## src/rtl/resp_misr_compactor.sv

```systemverilog
// resp_misr_compactor: folds each accepted response vector into a Galois MISR
// over a fixed-length run, then holds the final signature and a golden compare.
//
// Ports:
//   CK            clock, all state updates on posedge
//   RST           synchronous active-high reset
//   start         begin (or re-arm) a run; honoured in IDLE and DONE only
//   resp_in       response vector from the circuit under test
//   resp_mask     (RESP_XMASK_EN only) bits set here are folded in as 0
//   resp_valid    resp_in is valid this cycle
//   busy          high while a run is in progress
//   done          high once CYCLES samples have been absorbed
//   signature     current MISR contents
//   sample_count  samples accepted in the current run
//   pass          done && signature == GOLDEN
//
// Optional feature macro: RESP_XMASK_EN (adds resp_mask, masks X bits).
module resp_misr_compactor #(
    parameter int unsigned      WIDTH  = 39,
    parameter int unsigned      CYCLES = 100,
    parameter logic [WIDTH-1:0] POLY   = WIDTH'(64'h63),
    parameter logic [WIDTH-1:0] SEED   = '0,
    parameter logic [WIDTH-1:0] GOLDEN = '0
) (
    input  logic             CK,
    input  logic             RST,
    input  logic             start,
    input  logic [WIDTH-1:0] resp_in,
`ifdef RESP_XMASK_EN
    input  logic [WIDTH-1:0] resp_mask,
`endif
    input  logic             resp_valid,
    output logic             busy,
    output logic             done,
    output logic [WIDTH-1:0] signature,
    output logic [15:0]      sample_count,
    output logic             pass
);

    localparam int unsigned CNT_W = 16;

    localparam logic [1:0] ST_IDLE = 2'd0;
    localparam logic [1:0] ST_RUN  = 2'd1;
    localparam logic [1:0] ST_DONE = 2'd2;

    logic [1:0]       state;
    logic [1:0]       state_nxt;
    logic [WIDTH-1:0] sig_nxt;
    logic [CNT_W-1:0] cnt_nxt;
    logic [WIDTH-1:0] fold_term;

    // Term folded into the MISR; masked bits are forced to 0 even when X/Z.
    always_comb begin
`ifdef RESP_XMASK_EN
        fold_term = resp_in & ~resp_mask;
`else
        fold_term = resp_in;
`endif
    end

    // Next-state, next-signature and next-count.
    always_comb begin
        state_nxt = state;
        sig_nxt   = signature;
        cnt_nxt   = sample_count;
        case (state)
            ST_IDLE, ST_DONE: begin
                // A sample arriving with start is not absorbed.
                if (start) begin
                    state_nxt = ST_RUN;
                    sig_nxt   = SEED;
                    cnt_nxt   = '0;
                end
            end
            ST_RUN: begin
                if (resp_valid) begin
                    sig_nxt = {signature[WIDTH-2:0], 1'b0}
                            ^ (signature[WIDTH-1] ? POLY : '0)
                            ^ fold_term;
                    cnt_nxt = sample_count + CNT_W'(1);
                    if (cnt_nxt == CNT_W'(CYCLES)) begin
                        state_nxt = ST_DONE;
                    end
                end
            end
            default: begin
                state_nxt = ST_IDLE;
            end
        endcase
    end

    // State, signature and count registers; reset has priority over start.
    always_ff @(posedge CK) begin
        if (RST) begin
            state        <= ST_IDLE;
            signature    <= SEED;
            sample_count <= '0;
        end else begin
            state        <= state_nxt;
            signature    <= sig_nxt;
            sample_count <= cnt_nxt;
        end
    end

    assign busy = (state == ST_RUN);
    assign done = (state == ST_DONE);
    assign pass = (state == ST_DONE) && (signature == GOLDEN);

endmodule
```

## config.mk

```make
export PLATFORM = sky130hd
export DESIGN_NAME = resp_misr_compactor
export DESIGN_NICKNAME = d
export VERILOG_FILES = /design/src/rtl/resp_misr_compactor.sv
export SDC_FILE = /design/constraint.sdc
export NUM_CORES = 1
export LEC_CHECK = 0
export ABC_AREA = 1
export BUFFER_PORTS_ARGS = -buffer_cell sky130_fd_sc_hd__buf_4
export CORE_UTILIZATION = 50
export DETAILED_ROUTE_END_ITERATION = 16
export PLACE_DENSITY = 0.8
export SYNTH_ARGS = -nofsm -noshare
export SYNTH_HDL_FRONTEND = slang
export SYNTH_SLANG_ARGS = --single-unit
```

## constraint.sdc

```tcl
create_clock -name CK -period 1.8 [get_ports CK]
set_clock_uncertainty 0.05 [all_clocks]
set_input_delay 0.09 -clock CK [delete_from_list [all_inputs] [get_ports CK]]
set_output_delay 0.09 -clock CK [all_outputs]
set_load 0.01 [all_outputs]
```

# Word level (Yosys, flattened, before mapping)

Cells that the tools add are included.

Register bits: 57
Input bits: 43
Output and inout bits: 58
Word-level logic and storage cells: 30

Add/subtract/negate cells: 1
Equality and inequality tests: 6
Muxes and demuxes: 11
Bitwise gates (word level): 2
Reduce and logical (&&, ||, !) cells: 7

Operator list:

| operator                                             | count |
|---|---|
| 2-to-1 mux 39 bit                                    | 2 |
| one-hot mux 39 bit (2 select lines)                  | 1 |
| logical NOT 39 bit                                   | 1 |
| XOR 39 bit                                           | 1 |
| XOR 39 x 7 -> 39 bit                                 | 1 |
| 2-to-1 mux 16 bit                                    | 2 |
| one-hot mux 16 bit (2 select lines)                  | 1 |
| adder 16 x 1 -> 16 bit, second input constant        | 1 |
| equality test 16 x 7 -> 1 bit, second input constant | 1 |
| 2-to-1 mux 7 bit                                     | 1 |
| 2-to-1 mux 2 bit                                     | 3 |
| AND reduction 3 bit                                  | 2 |
| != test 2 bit, second input constant                 | 2 |
| one-hot mux 2 bit (2 select lines)                   | 1 |
| equality test 2 x 1 -> 1 bit, second input constant  | 1 |
| equality test 2 bit, second input constant           | 1 |
| logical NOT 2 bit                                    | 1 |
| != test 2 x 1 -> 1 bit, second input constant        | 1 |
| nonzero test 2 bit                                   | 1 |
| OR reduction 2 bit                                   | 1 |
| logical AND 1 bit                                    | 1 |

# Depth between registers and ports, before layout

Depth in word-level cells: 5
Gate-level depth with buffers: 13
Depth with buffers taken out: 13

# Worst setup path after synthesis

OpenSTA, ideal clock, no wires.

Path kind: reg2reg
Start point: reg sample_count[0]
End point: reg state[1]
Setup time: 0.132 ns
Arrival time: 1.555 ns
Data required time: 1.618 ns
Path slack: 0.063 ns
Stages on the path, launching flop included: 10
Buffers on the path: 0
Clock period less this slack: 1.737 ns
Cell sequence: dfxtp_1 -> ha_1 -> nand3_1 -> nor2_1 -> xor2_1 -> nand3_1 -> nor2_1 -> nand3_1 -> nand3_1 -> a21oi_1

Longest elaborated chain between the ends: 4

RTL lines:

| what                             | line | RTL |
|---|---|---|
| start, declared                  | 36   | `output logic [15:0] sample_count,` |
| start signal, assigned           | 101  | `sample_count <= cnt_nxt;` |
| adder 16 x 1 -> 16 bit           | 80   | `cnt_nxt = sample_count + CNT_W'(1);` |
| equality test 16 x 7 -> 1 bit    | 81   | `if (cnt_nxt == CNT_W'(CYCLES)) begin` |
| != test 2 x 1 -> 1 bit (no line) | -    |  |
| AND reduction 3 bit (no line)    | -    |  |
| end signal, assigned             | 99   | `state <= state_nxt;` |
| end, declared                    | 46   | `logic [1:0] state;` |

Every way passes these cells.
A chain may end at the register's enable or synchronous reset.

# Final worst setup path

Start point: reg sample_count[1]
End point: reg state[1]

Same word-level chain as after synthesis.

==> insert_results.sql <==
INSERT INTO impl_metrics (metric_group, metric, value, unit) VALUES
('sta', 'max_slew_margin', '0.586', ''),
('critical_path', 'end_kind', 'register', ''),
('critical_path', 'rr_endpoint', 'state[1]', ''),
('place', 'gpl.final_weighted_congestion', '0.868', ''),
('clocking', 'cts.sink_count', '57', ''),
('die', 'floorplan.initialDensity', '0.529', ''),
('clocking', 'clkTransAtPathRegs', '0.07', 'ns'),
('critical_path', 'worst_setup_path_start_kind', 'register', ''),
('sta', 'drv_slew', '0', ''),
('final_layout', 'fillers', '387', ''),
('synthesis', 'postSynthAreaPerCell', '7.27', 'um^2'),
('synthesis', 'seq_area_frac_synth', '0.385', ''),
('global_routing', 'grt_max_degree', '58', ''),
('die', 'rows', '27', ''),
('global_routing', 'wire_length_of_the_first_global_routing_pass', '15.0', 'mm'),
('synthesis', 'post_synth_fa_ha_maj_area_fraction', '0.00844', ''),
('worst_hold_path', 'min_path_cells', '4', ''),
('power', 'pwr_density_cell', '719', 'nW/um^2'),
('sta', 'final_setup_violation_count', '0', ''),
('die', 'floorplan.die.width', '79.0', 'um'),
('place', 'placement.setup.worst_slack', '0.0205', 'ns'),
('place', 'dpl.cell_count', '571', ''),
('die', 'floorplan.die_area', '6240', 'um^2'),
('synthesis', 'yosys.area_share.xor_xnor', '0.132', ''),
('synthesis', 'ys.warnings.count', '0', ''),
('critical_path', 'worstReg2RegStart', 'sample_count[1]', ''),
('detailed_routing', 'postRouteWirelength', '10.0', 'mm'),
('synthesis', 'synth_top_area_share', '0.385', ''),
('synthesis', 'netlist_instances', '408', ''),
('clocking', 'clk-insertion-delay-late', '0.35', 'ns'),
('final_layout', 'nNetsFinal', '591', ''),
('detailed_routing', 'avgViaCountPerCell', '5.69', ''),
('final_layout', 'finalNonFillerCells', '623', ''),
('critical_path', 'ff2ff_path_depth', '11', ''),
('detailed_routing', 'drc_errors', '0', ''),
('synthesis', 'mappedNetlistNets', '453', ''),
('global_routing', 'grt_remaining_overflow', '0', ''),
('die', 'placeableCoreArea', '5610', 'um^2'),
('critical_path', 'worst_ep_required_time', '1.95', 'ns'),
('synthesis', 'largest_family_of_logic_cells_by_synthesized_area', 'simple AND/OR/NAND/NOR gates', ''),
('synthesis', 'postSynthRegisterBits', '57', ''),
('power', 'power', '3.25', 'mW'),
('synthesis', 'synth.area.mux_share', '0', ''),
('final_layout', 'multi_input_gate_area', '1800', 'um^2'),
('power', 'power_leakage', '2.02', 'nW'),
('place', 'portBuffers', '100', ''),
('sta', 'final_number_of_hold_violating_endpoints', '0', ''),
('sta', 'finalWorstPathRequiredPeriod', '1.78', 'ns'),
('sta', 'setup_slack', '0.0200', 'ns'),
('global_routing', 'vias_in_the_first_global_route', '3218', ''),
('worst_hold_path', 'min_delay_endpoint', 'signature[35]', ''),
('power', 'irDropWorstVdd', '0.596', 'mV'),
('synthesis', 'netlist-cell-type-count', '26', ''),
('synthesis', 'synth_area_in_simple_gates', '0.312', ''),
('final_layout', 'antenna_cells_inserted', '0', ''),
('synthesis', 'synth-compound-area-share', '0.113', ''),
('job', 'maxcap_violations', '0', ''),
('detailed_routing', 'drt_antenna_net_count', '0', ''),
('worst_hold_path', 'min-delay-path-class', 'in2reg', ''),
('clocking', 'cts.htree.levels', '3', ''),
('outcome', 'run_status', 'complete, no violations', ''),
('final_layout', 'drive_above_1_share', '0.312', ''),
('detailed_routing', 'detailroute.via_count', '3545', ''),
('synthesis', 'synth.cell_area', '2970', 'um^2'),
('critical_path', 'timing.critical_path.fanout_max', '7', ''),
('global_routing', 'grt_antenna_before_repair', '0', ''),
('critical_path', 'worstSetupStartpoint', 'sample_count[1]', ''),
('detailed_routing', 'drt_first_iter_violations', '169', ''),
('critical_path', 'timing.critical_path.arrival', '1.93', 'ns'),
('sta', 'max_freq', '0.562', 'GHz'),
('clocking', 'clockRootBuffer', 'clkbuf_8', '');
==> registers in the layout (all words and copies together) (netlist names) <==
name,cells
sample_count,16
signature,39
state,2
==> layout make-up <==
| type | count | share of cell area |
|---|---|---|
| inverters | 17 | 0.0141 |
| multi-input cells | 313 | 0.397 |
| well taps | 72 | 0.0199 |
| flip-flops and latches | 57 | 0.254 |
| repair buffers | 148 | 0.266 |
| clock buffers | 9 | 0.0274 |
| clock inverters | 7 | 0.0224 |
==> power by group <==
group | leakage (nW) | switching (mW) | internal, mW
Sequential | 0.465 | 0.0527 | 1.30
Combinational | 1.44 | 0.270 | 0.254
Clock | 0.106 | 0.592 | 0.790
Total | 2.02 | 0.915 | 2.34
==> worst max-delay path by stage <==
| stage | end | slack [ns] |
|---|---|---|
| after global routing | state[1] | -0.08 |
| final | state[1] | 0.02 |
| after global placement | state[1] | 0.12 |
| after detailed placement | state[1] | 0.02 |
| after floorplan | state[1] | 0.06 |
| after CTS | state[1] | 0.009 |
==> critical path, stage by stage (launching register included) <==
cell and delay (ns):
dfxtp_4 0.37, buf_6 0.12, nand3_4 0.10, nor2_8 0.19, buf_6 0.12, nand4_1 0.08, nand2_1 0.10, nand2_1 0.08
nor2_2 0.16, nand3_2 0.12, nand3_2 0.08, a21oi_1 0.06
==> cell usage after synthesis <==
cell type,instances
xnor2_1,1
nand2_1,106
xor2_1,42
nand3_2,1
nor2_8,1
dfxtp_1,57
o21bai_1,1
nor3_1,2
buf_2,3
nor2_1,10
buf_1,2
a21o_1,3
nand3_1,54
nand3b_1,4
a21oi_1,57
nand4_1,8
xor2_2,1
or2_2,1
inv_1,15
clkbuf_1,16
nor2_2,5
nand2_2,1
ha_1,2
o21ai_0,4
nor4_1,9
inv_2,2
==> cell families after synthesis <==
| family | count (synthesis) |
|---|---|
| xor gates and xnor gates | 44 |
| AOI/OAI and AO/OA | 65 |
| DFF | 57 |
| and+or+nand+nor | 202 |
| adders and majority gates | 2 |
| buffers and inverters | 38 |
==> metal layers <==
layer  global-route usage  vias to the layer above  part of all wire
met5                    0                        -                 0
met2                0.527                      188              0.51
met1                0.358                     1687              0.39
met3               0.0678                       32             0.068
met4                0.176                        0             0.034
li1                     -                     1638                 -
==> metrics by stage <==
stage | instance area (um^2) | TNS [ns] | utilization | hold slack (ns)
2_1_floorplan | 2970 | 0 | - | 0.209
3_3_place_gp | 3830 | 0 | 0.683 | 0.343
3_5_place_dp | 3830 | 0 | 0.683 | 0.349
4_1_cts | 4340 | 0 | 0.774 | 0.000845
5_1_grt | 4530 | -0.140 | 0.807 | 0.0110
6_report | 4530 | 0 | 0.807 | 0.00549
==> repair_timing <==
item,in CTS,in global routing
pin swaps,0,10
resized for setup,2,30
hold buffers,27,0
hold endpoints to repair,27,0
buffers inserted,0,9
setup endpoints to repair,1,3
(Power assumes the default switching activity.)
